==> config.mk <==
export PLATFORM = sky130hd
export DESIGN_NAME = arithmetic_module_flat
export DESIGN_NICKNAME = d
export VERILOG_FILES = /design/src/rtl/arith_pkg.sv /design/src/rtl/arithmetic_module_if.sv /design/src/rtl/arith_divider.sv /design/src/rtl/arithmetic_module.sv /design/src/flat_wrapper.sv
export SDC_FILE = /design/constraint.sdc
export NUM_CORES = 1
export LEC_CHECK = 0
export CAP_MARGIN = 30
export CORE_ASPECT_RATIO = 1.5
export CORE_MARGIN = 2
export CORE_UTILIZATION = 59
export CTS_BUF_LIST = sky130_fd_sc_hd__clkbuf_4 sky130_fd_sc_hd__clkbuf_8
export DETAILED_ROUTE_END_ITERATION = 6
export PLACE_DENSITY = 0.91
export RECOVER_POWER = 25
export SLEW_MARGIN = 20
export SYNTH_ARGS = -nofsm -noshare
export SYNTH_HDL_FRONTEND = slang
export SYNTH_SLANG_ARGS = --single-unit
==> constraint.sdc <==
create_clock -name clk -period 2.75 [get_ports clk]
set_input_delay 0.4125 -clock clk [delete_from_list [all_inputs] [get_ports clk]]
set_output_delay 0.4125 -clock clk [all_outputs]
set_load 0.01 [all_outputs]
==> src/rtl/arith_pkg.sv <==
// Shared types and sizing for the four-function arithmetic unit.
package arith_pkg;

    typedef enum logic [1:0] {
        OP_MUL = 2'd0,
        OP_DIV = 2'd1,
        OP_ADD = 2'd2,
        OP_SUB = 2'd3
    } op_e;

    typedef enum logic [1:0] {
        IDLE,
        CALC,
        DONE
    } state_e;

    localparam int unsigned OPW  = 8;
    localparam int unsigned RESW = 16;
    localparam int unsigned ITER = 8;
    localparam int unsigned CNTW = $clog2(ITER);

    localparam logic [CNTW-1:0] LAST_ITER = CNTW'(ITER - 1);

endpackage

==> src/rtl/arithmetic_module_if.sv <==
// Start/done request bus between the ALU control FSM (master) and the arithmetic unit (slave).
interface arithmetic_module_if;

    logic                      start;
    logic [1:0]                m;
    logic [arith_pkg::OPW-1:0] X;
    logic [arith_pkg::OPW-1:0] Y;
    logic                      busy;
    logic                      done;
    logic [arith_pkg::RESW-1:0] Z;
    logic                      div_by_zero;

    modport master (
        output start, m, X, Y,
        input  busy, done, Z, div_by_zero
    );

    modport slave (
        input  start, m, X, Y,
        output busy, done, Z, div_by_zero
    );

endinterface

==> src/rtl/arith_divider.sv <==
// Restoring divider datapath: load latches operands, each step retires one quotient bit.
// quo_nxt/rem_nxt expose the result of the step in progress so the last step can be captured directly.
module arith_divider
    import arith_pkg::*;
(
    input  logic           clk,
    input  logic           rst_n,
    input  logic           load,
    input  logic           step,
    input  logic [OPW-1:0] dividend,
    input  logic [OPW-1:0] divisor,
    output logic [OPW-1:0] quo_nxt,
    output logic [OPW-1:0] rem_nxt
);

    logic [OPW-1:0] rem_q, rem_d;
    logic [OPW-1:0] quo_q, quo_d;
    logic [OPW-1:0] dvs_q, dvs_d;
    logic [OPW:0]   trial;
    logic [OPW:0]   diff;

    always_comb begin
        trial = {rem_q, quo_q[OPW-1]};
        diff  = trial - {1'b0, dvs_q};
        if (trial >= {1'b0, dvs_q}) begin
            rem_nxt = diff[OPW-1:0];
            quo_nxt = {quo_q[OPW-2:0], 1'b1};
        end else begin
            rem_nxt = trial[OPW-1:0];
            quo_nxt = {quo_q[OPW-2:0], 1'b0};
        end
    end

    always_comb begin
        rem_d = rem_q;
        quo_d = quo_q;
        dvs_d = dvs_q;
        if (load) begin
            rem_d = '0;
            quo_d = dividend;
            dvs_d = divisor;
        end else if (step) begin
            rem_d = rem_nxt;
            quo_d = quo_nxt;
        end
    end

    always_ff @(posedge clk or negedge rst_n) begin
        if (!rst_n) begin
            rem_q <= '0;
            quo_q <= '0;
            dvs_q <= '0;
        end else begin
            rem_q <= rem_d;
            quo_q <= quo_d;
            dvs_q <= dvs_d;
        end
    end

endmodule

==> src/rtl/arithmetic_module.sv <==
// 8-bit multiply/divide/add/subtract unit with start/done handshake and 16-bit registered result.
// Build option ARITH_DIV_EN compiles in the restoring divider; without it divide returns zero.
module arithmetic_module
    import arith_pkg::*;
(
    input  logic              clk,
    input  logic              rst_n,
    arithmetic_module_if.slave bus
);

    state_e          state_q, state_d;
    op_e             op_q, op_d;
    logic [OPW-1:0]  a_q, a_d;
    logic [OPW-1:0]  b_q, b_d;
    logic [RESW-1:0] acc_q, acc_d;
    logic [RESW-1:0] mcand_q, mcand_d;
    logic [OPW-1:0]  mplier_q, mplier_d;
    logic [CNTW-1:0] cnt_q, cnt_d;
    logic [RESW-1:0] z_q, z_d;
    logic            dbz_q, dbz_d;
    logic            done_q, done_d;

    logic [RESW-1:0] partial;
    logic [RESW-1:0] calc_res;
    logic [OPW:0]    sum9;
    logic [OPW:0]    diff9;
    logic            div_load;
    logic            div_step;
    logic            busy;

`ifdef ARITH_DIV_EN
    logic [OPW-1:0] div_quo;
    logic [OPW-1:0] div_rem;

    arith_divider u_divider (
        .clk      (clk),
        .rst_n    (rst_n),
        .load     (div_load),
        .step     (div_step),
        .dividend (a_d),
        .divisor  (b_d),
        .quo_nxt  (div_quo),
        .rem_nxt  (div_rem)
    );
`endif

    // done_q stretches busy over the pulse cycle so a new start waits for the edge after done
    assign busy = (state_q != IDLE) || done_q;

    assign sum9  = {1'b0, a_q} + {1'b0, b_q};
    assign diff9 = {1'b0, a_q} - {1'b0, b_q};

    always_comb begin
        state_d  = state_q;
        op_d     = op_q;
        a_d      = a_q;
        b_d      = b_q;
        acc_d    = acc_q;
        mcand_d  = mcand_q;
        mplier_d = mplier_q;
        cnt_d    = cnt_q;
        z_d      = z_q;
        dbz_d    = dbz_q;
        done_d   = 1'b0;
        partial  = '0;
        calc_res = '0;
        div_load = 1'b0;
        div_step = 1'b0;

        case (state_q)
            IDLE: begin
                if (bus.start && !busy) begin
                    op_d     = op_e'(bus.m);
                    a_d      = bus.X;
                    b_d      = bus.Y;
                    acc_d    = '0;
                    mcand_d  = {{(RESW-OPW){1'b0}}, bus.X};
                    mplier_d = bus.Y;
                    cnt_d    = '0;
                    case (op_e'(bus.m))
                        OP_MUL: state_d = CALC;
`ifdef ARITH_DIV_EN
                        OP_DIV: begin
                            if (bus.Y != '0) begin
                                state_d  = CALC;
                                div_load = 1'b1;
                            end else begin
                                state_d = DONE;
                            end
                        end
`endif
                        default: state_d = DONE;
                    endcase
                end
            end

            CALC: begin
                cnt_d    = cnt_q + 1'b1;
                partial  = mplier_q[0] ? mcand_q : '0;
                acc_d    = acc_q + partial;
                mcand_d  = mcand_q << 1;
                mplier_d = mplier_q >> 1;
                calc_res = acc_q + partial;
`ifdef ARITH_DIV_EN
                if (op_q == OP_DIV) begin
                    div_step = 1'b1;
                    calc_res = {div_rem, div_quo};
                end
`endif
                if (cnt_q == LAST_ITER) begin
                    state_d = DONE;
                    done_d  = 1'b1;
                    z_d     = calc_res;
                    dbz_d   = 1'b0;
                end
            end

            DONE: begin
                state_d = IDLE;
                // Iterative ops already pulsed done on entry; only single-cycle ops publish here
                if (!done_q) begin
                    done_d = 1'b1;
                    dbz_d  = 1'b0;
                    case (op_q)
                        OP_ADD: z_d = {{(RESW-OPW-1){1'b0}}, sum9};
                        OP_SUB: z_d = {{(RESW-OPW-1){diff9[OPW]}}, diff9};
`ifdef ARITH_DIV_EN
                        OP_DIV: begin
                            z_d   = {a_q, {OPW{1'b1}}};
                            dbz_d = 1'b1;
                        end
`endif
                        default: z_d = '0;
                    endcase
                end
            end

            default: state_d = IDLE;
        endcase
    end

    always_ff @(posedge clk or negedge rst_n) begin
        if (!rst_n) begin
            state_q  <= IDLE;
            op_q     <= OP_MUL;
            a_q      <= '0;
            b_q      <= '0;
            acc_q    <= '0;
            mcand_q  <= '0;
            mplier_q <= '0;
            cnt_q    <= '0;
            z_q      <= '0;
            dbz_q    <= 1'b0;
            done_q   <= 1'b0;
        end else begin
            state_q  <= state_d;
            op_q     <= op_d;
            a_q      <= a_d;
            b_q      <= b_d;
            acc_q    <= acc_d;
            mcand_q  <= mcand_d;
            mplier_q <= mplier_d;
            cnt_q    <= cnt_d;
            z_q      <= z_d;
            dbz_q    <= dbz_d;
            done_q   <= done_d;
        end
    end

    assign bus.busy        = busy;
    assign bus.done        = done_q;
    assign bus.Z           = z_q;
    assign bus.div_by_zero = dbz_q;

endmodule

==> src/flat_wrapper.sv <==
// flat-port wrapper written by rule: the top's interface ports become plain ports
module arithmetic_module_flat import arith_pkg::*;
  (clk, rst_n, bus_start, bus_m, bus_X, bus_Y, bus_busy, bus_done, bus_Z, bus_div_by_zero);
  arithmetic_module_if bus_i ();
  input  logic clk;
  input  logic rst_n;
  input wire logic [$bits(bus_i.start)-1:0] bus_start;
  input wire logic [$bits(bus_i.m)-1:0] bus_m;
  input wire logic [$bits(bus_i.X)-1:0] bus_X;
  input wire logic [$bits(bus_i.Y)-1:0] bus_Y;
  output wire logic [$bits(bus_i.busy)-1:0] bus_busy;
  output wire logic [$bits(bus_i.done)-1:0] bus_done;
  output wire logic [$bits(bus_i.Z)-1:0] bus_Z;
  output wire logic [$bits(bus_i.div_by_zero)-1:0] bus_div_by_zero;
  assign bus_i.start = bus_start;
  assign bus_i.m = bus_m;
  assign bus_i.X = bus_X;
  assign bus_i.Y = bus_Y;
  assign bus_busy = bus_i.busy;
  assign bus_done = bus_i.done;
  assign bus_Z = bus_i.Z;
  assign bus_div_by_zero = bus_i.div_by_zero;
  arithmetic_module u_core (.clk(clk), .rst_n(rst_n), .bus(bus_i));
endmodule
==> impl_results.md, run 1 <==
* Sink Count at 80
* Worst VDD drop at 809 uV
* Post-layout util at 0.696
* Pint at 3.37 mW
* Vias post-DR at 4168
* Row count at 40
* Starting density of the core at 0.606
* Vias in the first global route at 4190
* Synthesis-to-finish area growth at 14.8%
* Final Hold Fails at 0
* Min-delay worst type: flip-flop to flip-flop
* Core ar. at 8010 um^2
* Routability cong. at 0.936
* Cell Count, Final, Fillers Out at 672
* Antenna violations before repair at 0
* Wire length per cell at 18.1 um
* Synth Instances at 532
* CP Capture Type: flip-flop
* Run status: finished clean
* Beginning of the worst hold path: u_core.bus.Z[0]
* Min cycle time layout at 2.69 ns
* Grt total ovfl at 0
* Combinational share of power at 0.530
* Die Ht at 115 um
* Crit path max fanout at 3
* Largest net degree at the start of global routing at 81
* Clk Latency, worst-skew pair at 0.37 ns
* Worst path buffer plus inverter count at 0
* H-tree level count at 3
* Startpoint types: flip-flop
* Layout Skew at 0.00872 ns
* Synthesized area per cell at 9.13 um^2
* Top_reg_cell synth: dfrtp_1
* Clock share of power at 0.150
* Reg clk slew, reported paths at 0.09 ns
* Clock Tree Root: clkbuf_8
* Asr flop ratio synth at 1.00
* Antenna Nets Post-Route at 0
* CP arrival at 2.98 ns
* Crit-path slowest cell: or4b_4
* Part of the power in registers at 0.320
* Worst slew pin tran at 1.48 ns
* Antenna diode count at 0
* TNS Setup at 0 ns
* Clock Path Buffers at 2
* # Post-CTS Setup Buffers at 0
* Crit path required time at 3.04 ns
* Crit-path max cell delay at 0.49 ns
* Psw at 2.65 mW
* Placed Cells at 654
* Leakage power at 2.52 nW
* Share of layout cells above drive strength 1 at 0.0635
* IO Count at 40
* Router iterations before antenna repair at 5
* Buffers on Ports at 38
* Final net count at 623
* Share of the yosys chip area belonging to registers at 0.412
* CP Class: flip-flop to flip-flop
* Final hold slack at 0.493 ns
* Total Routing Usage GR at 0.286
* Global-route wire length before repair at 19600 um
* Slew HR at 0.0150
* Cell family with most CP delay: simple AND/OR/NAND/NOR gates
* Slew Limit Fails at 0
* Synth unique cells at 56
* Synth Register Bits at 80
* Syn_nets at 593
* Post-route DRC at 0
* Routed wire length at 12200 um
* Max Fclk at 371 MHz
* RR Startpoint: u_core.mcand_q[0]
* Final setup fails at 0
* Die area at 8990 um^2
* Critical Path Start: u_core.mcand_q[0]
* Power Density at 1080 nW/um^2
* Number of DRC markers in iteration 0 at 230
* Avg Vias per Cell at 6.20
* Fin crit share at 0.979
* Synth Warn # at 0
* Mapped Area at 4860 um^2
* Clock buffer count from CTS at 9
* Post-synth EDFFs at 0
* RSZ-0062 raised after global routing: false
* DP HPWL at 9070 um
* DIE WIDTH at 78.1 um
* Switch share at 0.440
* Max-cap violations at 0
* Worst path cell trace: and2_1 > ha_1 > fa_2 > a211oi_2 > o21ai_1 > and4_4 > a211o_1 > or4b_4 > o211ai_2
* CTS tree: done
[metal layers]
metal / GRT usage / wire [um] / vias to the layer above / share of wire
li1: - / - / 1935 / -
met4: 0.214 / 806 / 0 / 0.066
met1: 0.296 / 4440 / 2032 / 0.37
met3: 0.0432 / 446 / 54 / 0.037
met5: 0 / 0 / - / 0
met2: 0.517 / 6470 / 147 / 0.53
[per-stage QoR]
step	worst slack [ns]	cell area, um^2	power [mW]
finish	0.0570	5580	6.02
global route	0.00988	5580	6.45
floorplan	0.196	4860	4.02
CTS	0.0300	5540	6.00
detailed placement	0.0664	5330	5.09
global placement	0.135	5330	4.95
[flip-flops by register name, summed over array words and instances (netlist names)]
signal	flops
u_core.bus.done	1
u_core.bus.Z	16
u_core.op_q	2
u_core.b_q	8
u_core.cnt_q	3
u_core.state_q	2
u_core.acc_q	16
u_core.mcand_q	16
u_core.a_q	8
u_core.mplier_q	8
[cell usage after synthesis, drive strengths merged (4+ instances only)]
| cell type | n | share of area |
|---|---|---|
| a22o | 14 | 0.025 |
| o21ai | 53 | 0.055 |
| xnor2 | 13 | 0.023 |
| xor2 | 4 | 0.0072 |
| o21a | 4 | 0.0062 |
| nand2 | 85 | 0.066 |
| nor2b | 5 | 0.0064 |
| a21oi | 23 | 0.024 |
| dfrtp | 80 | 0.41 |
| mux2i | 18 | 0.037 |
| o31a | 5 | 0.0090 |
| buf | 5 | 0.0052 |
| nor2 | 28 | 0.022 |
| a211oi | 4 | 0.0072 |
| a31oi | 6 | 0.0077 |
| inv | 21 | 0.016 |
| clkbuf | 24 | 0.019 |
| and2 | 17 | 0.022 |
| ha | 37 | 0.095 |
| nand3 | 12 | 0.012 |
| nand2b | 7 | 0.0090 |
| nor3 | 12 | 0.012 |
| o211ai | 8 | 0.013 |
| a21o | 5 | 0.0077 |
[what timing repair did]
item / CTS / global route
endpoints found under the setup margin: 0 / 2
hold buffers: 0 / 1
endpoints found under the hold margin: 0 / 24
resized for setup: 0 / 2
[path summary, 6_finish.rpt]
path                                      end  slack, ns  depth (start not counted)
setup / recovery             u_core.bus.Z[12]       0.06                          9
hold / removal                u_core.bus.Z[0]       0.49                          1
setup reg to reg             u_core.bus.Z[12]       0.06                          9
hold reg to reg               u_core.bus.Z[0]       0.49                          1
max in group asynchronous  u_core.mcand_q[10]       0.89                          3
min in group asynchronous       u_core.b_q[1]       0.93                          2
[cells in the final DEF, fill, tap and decap left out, types with 12 or more instances in the layout]
master and instances:
nor2_1 28, nand3_1 12, clkdlybuf4s50_1 37, nand2_1 85
a21oi_1 22, and2_1 17, o21ai_0 51, inv_1 21
mux2i_1 18, nor3_1 12, dfrtp_1 80, a22o_1 14
ha_1 37, xnor2_1 13
[layout make-up]
class / instances / area, um^2
clock inverters: 6 / 68.8
fillers: 628 / 2430
well taps: 105 / 131
inverters: 21 / 78.8
multi-input cells: 402 / 2670
flip-flops and latches: 80 / 2000
repair buffers: 48 / 484
clock buffers: 10 / 138
[kinds of logic after synthesis]
kind of cell / synth area share
XOR/XNOR: 0.0307
buffers and inverters: 0.0399
other: 0.000772
multiplexers: 0.0394
flip-flops: 0.412
AO/OA/AOI/OAI: 0.200
adder cells (fa/ha/maj): 0.108
AND/OR/NAND/NOR: 0.170
[power by group through the flow]
stage / combinational [mW] / sequential [mW] / clock [mW]
global route: 3.54 / 1.96 / 0.950
global placement: 3.03 / 1.92 / 0
detailed placement: 3.15 / 1.94 / 0
finish: 3.19 / 1.92 / 0.901
floorplan: 2.13 / 1.89 / 0
CTS: 3.17 / 1.92 / 0.911
No activity file was read; power rests on OpenSTA's default activity.
==> run 2: changes to the inputs <==
==> constraint.sdc (replaced) <==
create_clock -name clk -period 2.5 [get_ports clk]
set_input_delay 0.375 -clock clk [delete_from_list [all_inputs] [get_ports clk]]
set_output_delay 0.375 -clock clk [all_outputs]
set_load 0.01 [all_outputs]
==> run 2 against run 1 <==
The run now ends with capacitance limit, slew limit, setup timing left. Die area unchanged. Largest cell class unchanged. Core utilization up 2.0 points. Combinational power rose by 16%. Hold slack lost 0.0019 ns. Critical path type unchanged. Routed wire length is 8.2% higher. Clock skew hardly changed.
==> impl_results.md, run 2 (same netlist as run 1, synthesis figures left out) <==
* CP Capture Type: flip-flop
* Max-cap violations at 1
* Row count at 40
* Share of layout cells above drive strength 1 at 0.107
* Sink Count at 80
* Post-route DRC at 0
* Slew HR at -0.328
* Die Ht at 115 um
* Power Density at 1210 nW/um^2
* Reg clk slew, reported paths at 0.08 ns
* Total Routing Usage GR at 0.307
* Fillers at 592
* CP Class: flip-flop to flip-flop
* Commonest non-fill, non-tap cells in the layout: 84 x nand2_1, 80 x dfrtp_1, 49 x o21ai_0
* Crit path max fanout at 14
* Failing checks: capacitance limit, slew limit, setup timing
* DIE WIDTH at 78.1 um
* RSZ-0062 raised after global routing: true
* Setup slack after layout at -0.00556 ns
* Global-route wire length before repair at 21100 um
* Area of the multi-input gates at 2760 um^2
* Leakage power at 2.60 nW
* Slew Limit Fails at 81
* Placed Cells at 664
* Router iterations before antenna repair at 5
* Design area at 5730 um^2
* Most common cell after layout, fill and taps aside: nand2_1
* DP HPWL at 9300 um
* Clock Path Buffers at 2
* Core ar. at 8010 um^2
* Crit path required time at 2.81 ns
* Routability cong. at 0.971
* Worst VDD drop at 801 uV
* Fin crit share at 1.00
* CTS tree: done
* IO Count at 40
* CP arrival at 2.81 ns
* Cell Count, Final, Fillers Out at 684
* Antenna violations before repair at 0
* Layout Skew at 0.00868 ns
* Synthesis-to-finish area growth at 18.1%
* Final net count at 635
* Avg Vias per Cell at 6.34
* Placement Cell Area at 5400 um^2
* Wire length per cell at 19.3 um
* Clock buffer count from CTS at 9
* Vias post-DR at 4336
* Starting density of the core at 0.606
* Clk Latency, worst-skew pair at 0.38 ns
* Routed wire length at 13200 um
* Final Hold Fails at 0
* Antenna diode count at 0
* Place WS at -0.0879 ns
* Clock Tree Root: clkbuf_8
* Max Fclk at 399 MHz
* Min cycle time layout at 2.51 ns
* Worst slew pin tran at 1.99 ns
* Run status: complete, but fails checks
* H-tree level count at 3
* Antenna Nets Post-Route at 0
* Largest net degree at the start of global routing at 81
* Die area at 8990 um^2
* Startpoint types: flip-flop
* Reg area at 2000 um^2
* Buffers on Ports at 38
* Final setup fails at 1
* Grt total ovfl at 0
* Min-delay worst type: flip-flop to flip-flop
* Number of DRC markers in iteration 0 at 291
* Vias in the first global route at 4403
-- run 2: cell type report --
class                   instances  area share
multi-input cells             402       0.481
inverters                      21      0.0137
clock inverters                 5      0.0140
clock buffers                  11      0.0253
flip-flops and latches         80       0.349
well taps                     105      0.0229
repair buffers                 60      0.0943
-- run 2: worst paths after layout --
kind	slack [ns]	startpoint	depth (start not counted)	end
worst max-delay path	-0.006	u_core.mplier_q[0]	9	u_core.bus.Z[12]
worst min-delay path	0.49	u_core.mplier_q[2]	2	u_core.mplier_q[2]
worst max register to register	-0.006	u_core.mplier_q[0]	9	u_core.bus.Z[12]
worst min register to register	0.49	u_core.mplier_q[2]	2	u_core.mplier_q[2]
max in group asynchronous	0.77	rst_n	1	u_core.b_q[3]
min in group asynchronous	0.54	rst_n	1	u_core.bus.Z[3]
-- run 2: routing by layer --
metal | vias to the layer above | part of all wire | GRT usage
met5 | - | 0 | 0
met1 | 2121 | 0.36 | 0.328
met4 | 0 | 0.067 | 0.220
li1 | 1950 | - | -
met3 | 62 | 0.052 | 0.0636
met2 | 203 | 0.52 | 0.536
-- run 2: critical path, stage by stage (launching register included) --
cell and delay (ns):
dfrtp_1 0.40, buf_4 0.18, and2_1 0.17, ha_1 0.33, o21ai_0 0.25, o21ai_2 0.12
and4_4 0.20, a211o_1 0.24, or4b_4 0.48, o211ai_2 0.07
-- run 2: where the power goes --
| group | leakage, nW | internal (mW) | switching, mW | total [mW] |
|---|---|---|---|---|
| combinational | 1.46 | 1.53 | 2.18 | 3.71 |
| sequential | 1.03 | 1.76 | 0.372 | 2.13 |
| clock | 0.109 | 0.599 | 0.492 | 1.09 |
| total | 2.60 | 3.89 | 3.04 | 6.93 |
-- run 2: timing repair --
| item | CTS | global route |
|---|---|---|
| hold buffers | 0 | 0 |
| pin swaps | 6 | 6 |
| endpoints found under the hold margin | 0 | 0 |
| endpoints found under the setup margin | 5 | 13 |
| resized for setup | 7 | 11 |
| setup buffers | 1 | 3 |
-- run 2: through the flow --
stage                     power [mW]  utilization  hold WS (ns)  setup TNS, ns
after floorplan                 4.42            -        0.0794              0
after global routing            7.38        0.716         0.520         -0.279
after global placement          5.44        0.674         0.464              0
after CTS                       6.79        0.707         0.214        -0.0803
after detailed placement        5.66        0.674         0.471         -0.166
final                           6.93        0.716         0.491       -0.00556
==> run 3: changes to the inputs <==
--- a/config.mk
+++ b/config.mk
@@ -10,6 +10,7 @@
 export CORE_MARGIN = 2
 export CORE_UTILIZATION = 59
 export CTS_BUF_LIST = sky130_fd_sc_hd__clkbuf_4 sky130_fd_sc_hd__clkbuf_8
+export CTS_CLUSTER_SIZE = 14
 export DETAILED_ROUTE_END_ITERATION = 6
 export PLACE_DENSITY = 0.91
 export RECOVER_POWER = 25
==> results of run 3 <==
The final DEF is identical to that of run 2; final timing and power are the same.
